===== src/rtl/fft_r2_stage_seq.sv =====
// Time-multiplexed single stage of an N-point radix-2 DIT FFT: load a frame, run N/2
// butterflies one per clock, stream the frame out. Define FFT_R2_STAGE_SCALE_EN to halve results.
module fft_r2_stage_seq #(
  parameter int unsigned DW    = 16,
  parameter int unsigned N     = 32,
  parameter int unsigned STAGE = 1,
  parameter int unsigned FRAC  = 14
) (
  input  logic                   clk_MAC,
  input  logic                   rst,
  input  logic                   in_valid,
  output logic                   in_ready,
  input  logic [DW-1:0]          in_re,
  input  logic [DW-1:0]          in_im,
  output logic                   out_valid,
  input  logic                   out_ready,
  output logic [DW-1:0]          out_re,
  output logic [DW-1:0]          out_im,
  output logic [$clog2(N)-2:0]   tw_idx,
  input  logic [DW-1:0]          tw_re,
  input  logic [DW-1:0]          tw_im,
  output logic                   busy,
  output logic                   ovf
);

  localparam int unsigned LogN = $clog2(N);
  localparam int unsigned Span = 1 << STAGE;
  localparam int unsigned ExtW = DW + 2;
  localparam int unsigned PW   = 2 * DW + 1;

  localparam logic signed [DW-1:0] MaxDw = {1'b0, {(DW-1){1'b1}}};
  localparam logic signed [DW-1:0] MinDw = {1'b1, {(DW-1){1'b0}}};

  typedef enum logic [1:0] {StLoad, StCompute, StUnload} state_e;

  state_e          state_q, state_d;
  logic [LogN-1:0] cnt_q, cnt_d;
  logic            ovf_q, ovf_d;
  logic            load_we, bfly_we;

  logic signed [DW-1:0] mem_re [N];
  logic signed [DW-1:0] mem_im [N];

  // Butterfly b sits in the low LogN-1 bits of the shared counter during compute.
  logic [LogN-1:0] bfly, top, bot;
  logic [LogN-2:0] tw_k;

  assign bfly = {1'b0, cnt_q[LogN-2:0]};
  assign top  = ((bfly >> STAGE) << (STAGE + 1)) | (bfly & LogN'(Span - 1));
  assign bot  = top | LogN'(Span);
  assign tw_k = (LogN-1)'((bfly & LogN'(Span - 1)) << (LogN - 1 - STAGE));

  logic signed [DW-1:0]   a_re, a_im, b_re, b_im, w_re, w_im;
  logic signed [2*DW-1:0] p_rr, p_ii, p_ri, p_ir;
  logic signed [PW-1:0]   s_re, s_im;
  logic signed [ExtW-1:0] t_re, t_im;
  logic signed [ExtW-1:0] sum_re, sum_im, dif_re, dif_im;
  logic [DW:0]            r_top_re, r_top_im, r_bot_re, r_bot_im;
  logic                   sat_any;

  assign a_re = mem_re[top];
  assign a_im = mem_im[top];
  assign b_re = mem_re[bot];
  assign b_im = mem_im[bot];
  assign w_re = tw_re;
  assign w_im = tw_im;

  assign p_rr = w_re * b_re;
  assign p_ii = w_im * b_im;
  assign p_ri = w_re * b_im;
  assign p_ir = w_im * b_re;

  assign s_re = PW'(p_rr) - PW'(p_ii);
  assign s_im = PW'(p_ri) + PW'(p_ir);

  // Truncating shift back to the twiddle's integer scale.
  assign t_re = ExtW'(s_re >>> FRAC);
  assign t_im = ExtW'(s_im >>> FRAC);

  assign sum_re = ExtW'(a_re) + t_re;
  assign sum_im = ExtW'(a_im) + t_im;
  assign dif_re = ExtW'(a_re) - t_re;
  assign dif_im = ExtW'(a_im) - t_im;

  // Returns {saturated, value}.
  function automatic logic [DW:0] reduce(input logic signed [ExtW-1:0] v);
    logic signed [ExtW-1:0] r;
`ifdef FFT_R2_STAGE_SCALE_EN
    r = v >>> 1;
`else
    r = v;
`endif
    if (r > ExtW'(MaxDw)) begin
      return {1'b1, MaxDw};
    end else if (r < ExtW'(MinDw)) begin
      return {1'b1, MinDw};
    end
    return {1'b0, DW'(r)};
  endfunction

  assign r_top_re = reduce(sum_re);
  assign r_top_im = reduce(sum_im);
  assign r_bot_re = reduce(dif_re);
  assign r_bot_im = reduce(dif_im);
  assign sat_any  = r_top_re[DW] | r_top_im[DW] | r_bot_re[DW] | r_bot_im[DW];

  always_comb begin
    state_d   = state_q;
    cnt_d     = cnt_q;
    ovf_d     = ovf_q;
    in_ready  = 1'b0;
    out_valid = 1'b0;
    busy      = 1'b0;
    tw_idx    = '0;
    load_we   = 1'b0;
    bfly_we   = 1'b0;
    unique case (state_q)
      StLoad: begin
        in_ready = 1'b1;
        if (in_valid) begin
          load_we = 1'b1;
          cnt_d   = cnt_q + 1'b1;
          if (cnt_q == LogN'(N - 1)) begin
            state_d = StCompute;
            cnt_d   = '0;
          end
        end
      end
      StCompute: begin
        busy    = 1'b1;
        bfly_we = 1'b1;
        tw_idx  = tw_k;
        cnt_d   = cnt_q + 1'b1;
        if (sat_any) ovf_d = 1'b1;
        if (cnt_q == LogN'(N / 2 - 1)) begin
          state_d = StUnload;
          cnt_d   = '0;
        end
      end
      StUnload: begin
        busy      = 1'b1;
        out_valid = 1'b1;
        if (out_ready) begin
          cnt_d = cnt_q + 1'b1;
          if (cnt_q == LogN'(N - 1)) begin
            state_d = StLoad;
            cnt_d   = '0;
            ovf_d   = 1'b0;
          end
        end
      end
      default: begin
        state_d = StLoad;
        cnt_d   = '0;
      end
    endcase
  end

  always_ff @(posedge clk_MAC) begin
    if (rst) begin
      state_q <= StLoad;
      cnt_q   <= '0;
      ovf_q   <= 1'b0;
    end else begin
      state_q <= state_d;
      cnt_q   <= cnt_d;
      ovf_q   <= ovf_d;
    end
  end

  // Frame buffer is deliberately left out of reset.
  always_ff @(posedge clk_MAC) begin
    if (!rst && load_we) begin
      mem_re[cnt_q] <= in_re;
      mem_im[cnt_q] <= in_im;
    end else if (!rst && bfly_we) begin
      mem_re[top] <= r_top_re[DW-1:0];
      mem_im[top] <= r_top_im[DW-1:0];
      mem_re[bot] <= r_bot_re[DW-1:0];
      mem_im[bot] <= r_bot_im[DW-1:0];
    end
  end

  assign out_re = mem_re[cnt_q];
  assign out_im = mem_im[cnt_q];
  assign ovf    = ovf_q;

endmodule


===== config.mk =====
export PLATFORM = sky130hd
export DESIGN_NAME = fft_r2_stage_seq
export DESIGN_NICKNAME = d
export VERILOG_FILES = /design/src/rtl/fft_r2_stage_seq.sv
export SDC_FILE = /design/constraint.sdc
export NUM_CORES = 2
export LEC_CHECK = 0
export ABC_CLOCK_PERIOD_IN_PS = 16200
export CAP_MARGIN = 20
export CELL_PAD_IN_SITES_DETAIL_PLACEMENT = 0
export CELL_PAD_IN_SITES_GLOBAL_PLACEMENT = 1
export CORE_MARGIN = 10
export CORE_UTILIZATION = 35
export CTS_BUF_LIST = sky130_fd_sc_hd__clkbuf_8
export DETAILED_ROUTE_END_ITERATION = 8
export PLACE_DENSITY_LB_ADDON = 0.3
export SYNTH_ARGS = -nofsm -noshare
export SYNTH_HDL_FRONTEND = slang
export SYNTH_SLANG_ARGS = --single-unit

===== constraint.sdc =====
create_clock -name clk_MAC -period 16.2 [get_ports clk_MAC]
set_input_delay 2.43 -clock clk_MAC [delete_from_list [all_inputs] [get_ports clk_MAC]]
set_output_delay 2.43 -clock clk_MAC [all_outputs]
set_load 0.005 [all_outputs]

==> impl_metrics.toml <==
[placement]
gp_congestion = 0.871
dp_cells = 12036
dpl_cell_area_um2 = 102000
portBuffers = 104
hpwl_um = 245000

[outcome]
outcome = "finished, final reports clean"

[routing]
wl_per_cell_um = 28.8
firstDrtPassIters = 8
drt_iter0_markers = 7356
ant_nets = 0
viasPerCell = 5.61
num_vias = 69119
routed_wl_um = 355000
remaining_drc_errors = 0

[cells_and_area]
layout-drive-gt1-share_pct = 13.2
fin_cells = 12323
nFillCells = 26484
final_nets = 10205
syn2layout_area_growth_pct = 9.38
design_area_um2 = 105000

[worst_setup_path]
rr_worst_depth = 44
startpoint_type = "register"
end_kind = "register"
worst-setup-path-type = "register to register"
crit_start = "cnt_q[2]"
cp_data_arrival_time_ns = 15.29
cpPeakStageDelay_ns = 0.91
required_ns = 16.80
reg2reg_from = "cnt_q[2]"
slowest_stage = "a21oi_2"
cp_max_fo = 19
cpMostUsedCell = "fa_1"

[floorplanning]
core_um2 = 273000
die_x_um = 543
initial_core_util_pct = 35.1
dieArea_um2 = 295000
rows = 192
io_pins = 108
die_h_um = 543

[clock_tree]
numClockSinks = 1037
hold_buffers = 0
h-tree-depth = 4
cts.repair.resized = 0
clk_latency_ns = 0.94
cts.path.max_buffers = 3
clock-root-buffer = "clkbuf_8"
cts_setup_buffers = 0
numCtsBuffers = 156
clk_pin_slew_worst_paths_ns = 0.08
cts_tree = "yes"

[synth]
dominantRegCellSynth = "edfxtp_1"
async_reset_ff_share_pct = 0
synth_top_area_cell = "edfxtp_1"
netlist_area_um2 = 95900
ys_warn_count = 0
ys_types = 91
synth_edf_count = 1024
synth_cells = 8649
syn_avg_cell_area_um2 = 11.1
ys_seq_area_share_pct = 32.3
ys_top_cells_by_area = "edfxtp_1, fa_1, mux4_2, inv_1, ha_1"
yosys_register_bits = 1037
synth_top_area_share_pct = 32.1

[worst_hold_path]
min_path_type = "register to register"
holdPathStages = 2
worstHoldStart = "ovf"

[timing]
min_period_over_period_pct = 90.6
timing.hold.ws_ns = 0.532
final.min_clock_period_ns = 14.68
max_freq_ghz = 0.0681
relSlewSlack_pct = 20.5
hold_violations = 0
finalClockSkew_ns = 0.0546
rsz0062_at_grt = "false"
setup_tns_ns = 0
setup_viol = 0
worst_pin_slew_ns = 1.19
slew_violations = 0

[grt]
grtUsageTotal_pct = 23.8
overflow = 0
grt_pass1_vias = 71633
antenna_found_initial = 19
grt_pass1_wl_um = 512000
grt_max_degree = 101

[flow_run]
drv_cap = 0
[through the flow]
| stage | worst slack, ns | util (%) |
|---|---|---|
| global placement | 1.57 | 37.3 |
| detailed placement | 1.37 | 37.4 |
| floorplan | 3.30 | - |
| global route | 0.887 | 38.4 |
| CTS | 1.72 | 38.4 |
| finish | 1.52 | 38.4 |
[critical path, delay by kind of cell, from the launching register on]
kind | cells | cell delay, ns
flip-flops | 1 | 0.71
adder cells (fa/ha/maj) | 10 | 4.55
XOR/XNOR | 2 | 0.53
AO/OA/AOI/OAI | 17 | 4.57
buffers and inverters | 8 | 1.77
AND/OR/NAND/NOR | 7 | 2.09
[layout make-up]
class | count | area (µm²) | share of cell area [%]
multi-input cells | 5649 | 58100 | 55.3
flip-flops and latches | 1037 | 31000 | 29.6
inverters | 1364 | 5120 | 4.88
well taps | 3589 | 4490 | 4.28
repair buffers | 401 | 3420 | 3.26
clock buffers | 159 | 2190 | 2.09
clock inverters | 120 | 598 | 0.570
diodes | 4 | 10.0 | 0.00954
[cell usage after synthesis, types with 11 or more instances]
library cell	number
a211oi_1	13
a21o_1	21
a21oi_1	226
a221oi_1	92
a22oi_1	42
a31oi_1	15
a31oi_4	11
and2_1	418
buf_1	64
buf_2	42
buf_6	18
clkbuf_1	470
dfxtp_1	13
edfxtp_1	1024
fa_1	1152
ha_1	376
inv_1	1362
mux2_2	92
mux2i_1	126
mux4_2	359
nand2_1	1032
nand2b_1	41
nand3_1	41
nor2_1	286
nor2b_1	121
nor3_1	36
o211ai_1	31
o21a_1	15
o21ai_0	518
o21ai_1	108
o21ai_2	13
o21bai_1	17
o221ai_1	28
o22ai_1	88
or2_2	47
or3_1	12
xnor2_1	105
xor2_1	34
[flip-flops by register name, summed over array words and instances (netlist names), named ones only]
register and count:
mem_im 512, mem_re 512, state_q 2, cnt_q 5, ovf 1
[cell usage in the layout (no fill, tap or decap), types with 159 or more instances in the layout]
cell,synthesis,layout
mux4_2,359,359
fa_1,1152,1152
inv_1,1362,1407
ha_1,376,376
a21oi_1,226,225
edfxtp_1,1024,1024
and2_1,418,419
nor2_1,286,263
o21ai_0,518,492
buf_4,6,285
clkbuf_8,0,159
nand2_1,1032,1023
[worst paths after layout]
path	end	slack, ns
worst min register to register	ovf	0.53
worst min-delay path	ovf	0.53
worst max-delay path	mem_re[22][12]	1.52
worst max register to register	mem_re[22][12]	1.52
[layer usage]
layer  track usage [%]  part of all wire (%)  vias to the layer above
li1                  -                     -                    28839
met1              30.1                    38                    35852
met2              40.2                    48                     3562
met3              4.16                   8.5                      850
met4              10.2                   5.3                       16
met5                 0                 0.033                        -
[cells by family (layout without fill, tap and decap cells)]
family          count (synthesis)  count (layout)  synth area share (%)
other cells                     1               7               0.00391
fa+ha+maj                    1528            1528                  29.0
xor+xnor                      144             144                  1.36
buf+inv                      1965            2044                  7.91
simple gates                 2083            2083                  10.1
flops                        1037            1037                  32.3
mux                           577             577                  10.8
compound gates               1314            1314                  8.50
Power is not shown: default switching activity piles up to over one toggle a cycle in this logic, so the estimate is an artifact.
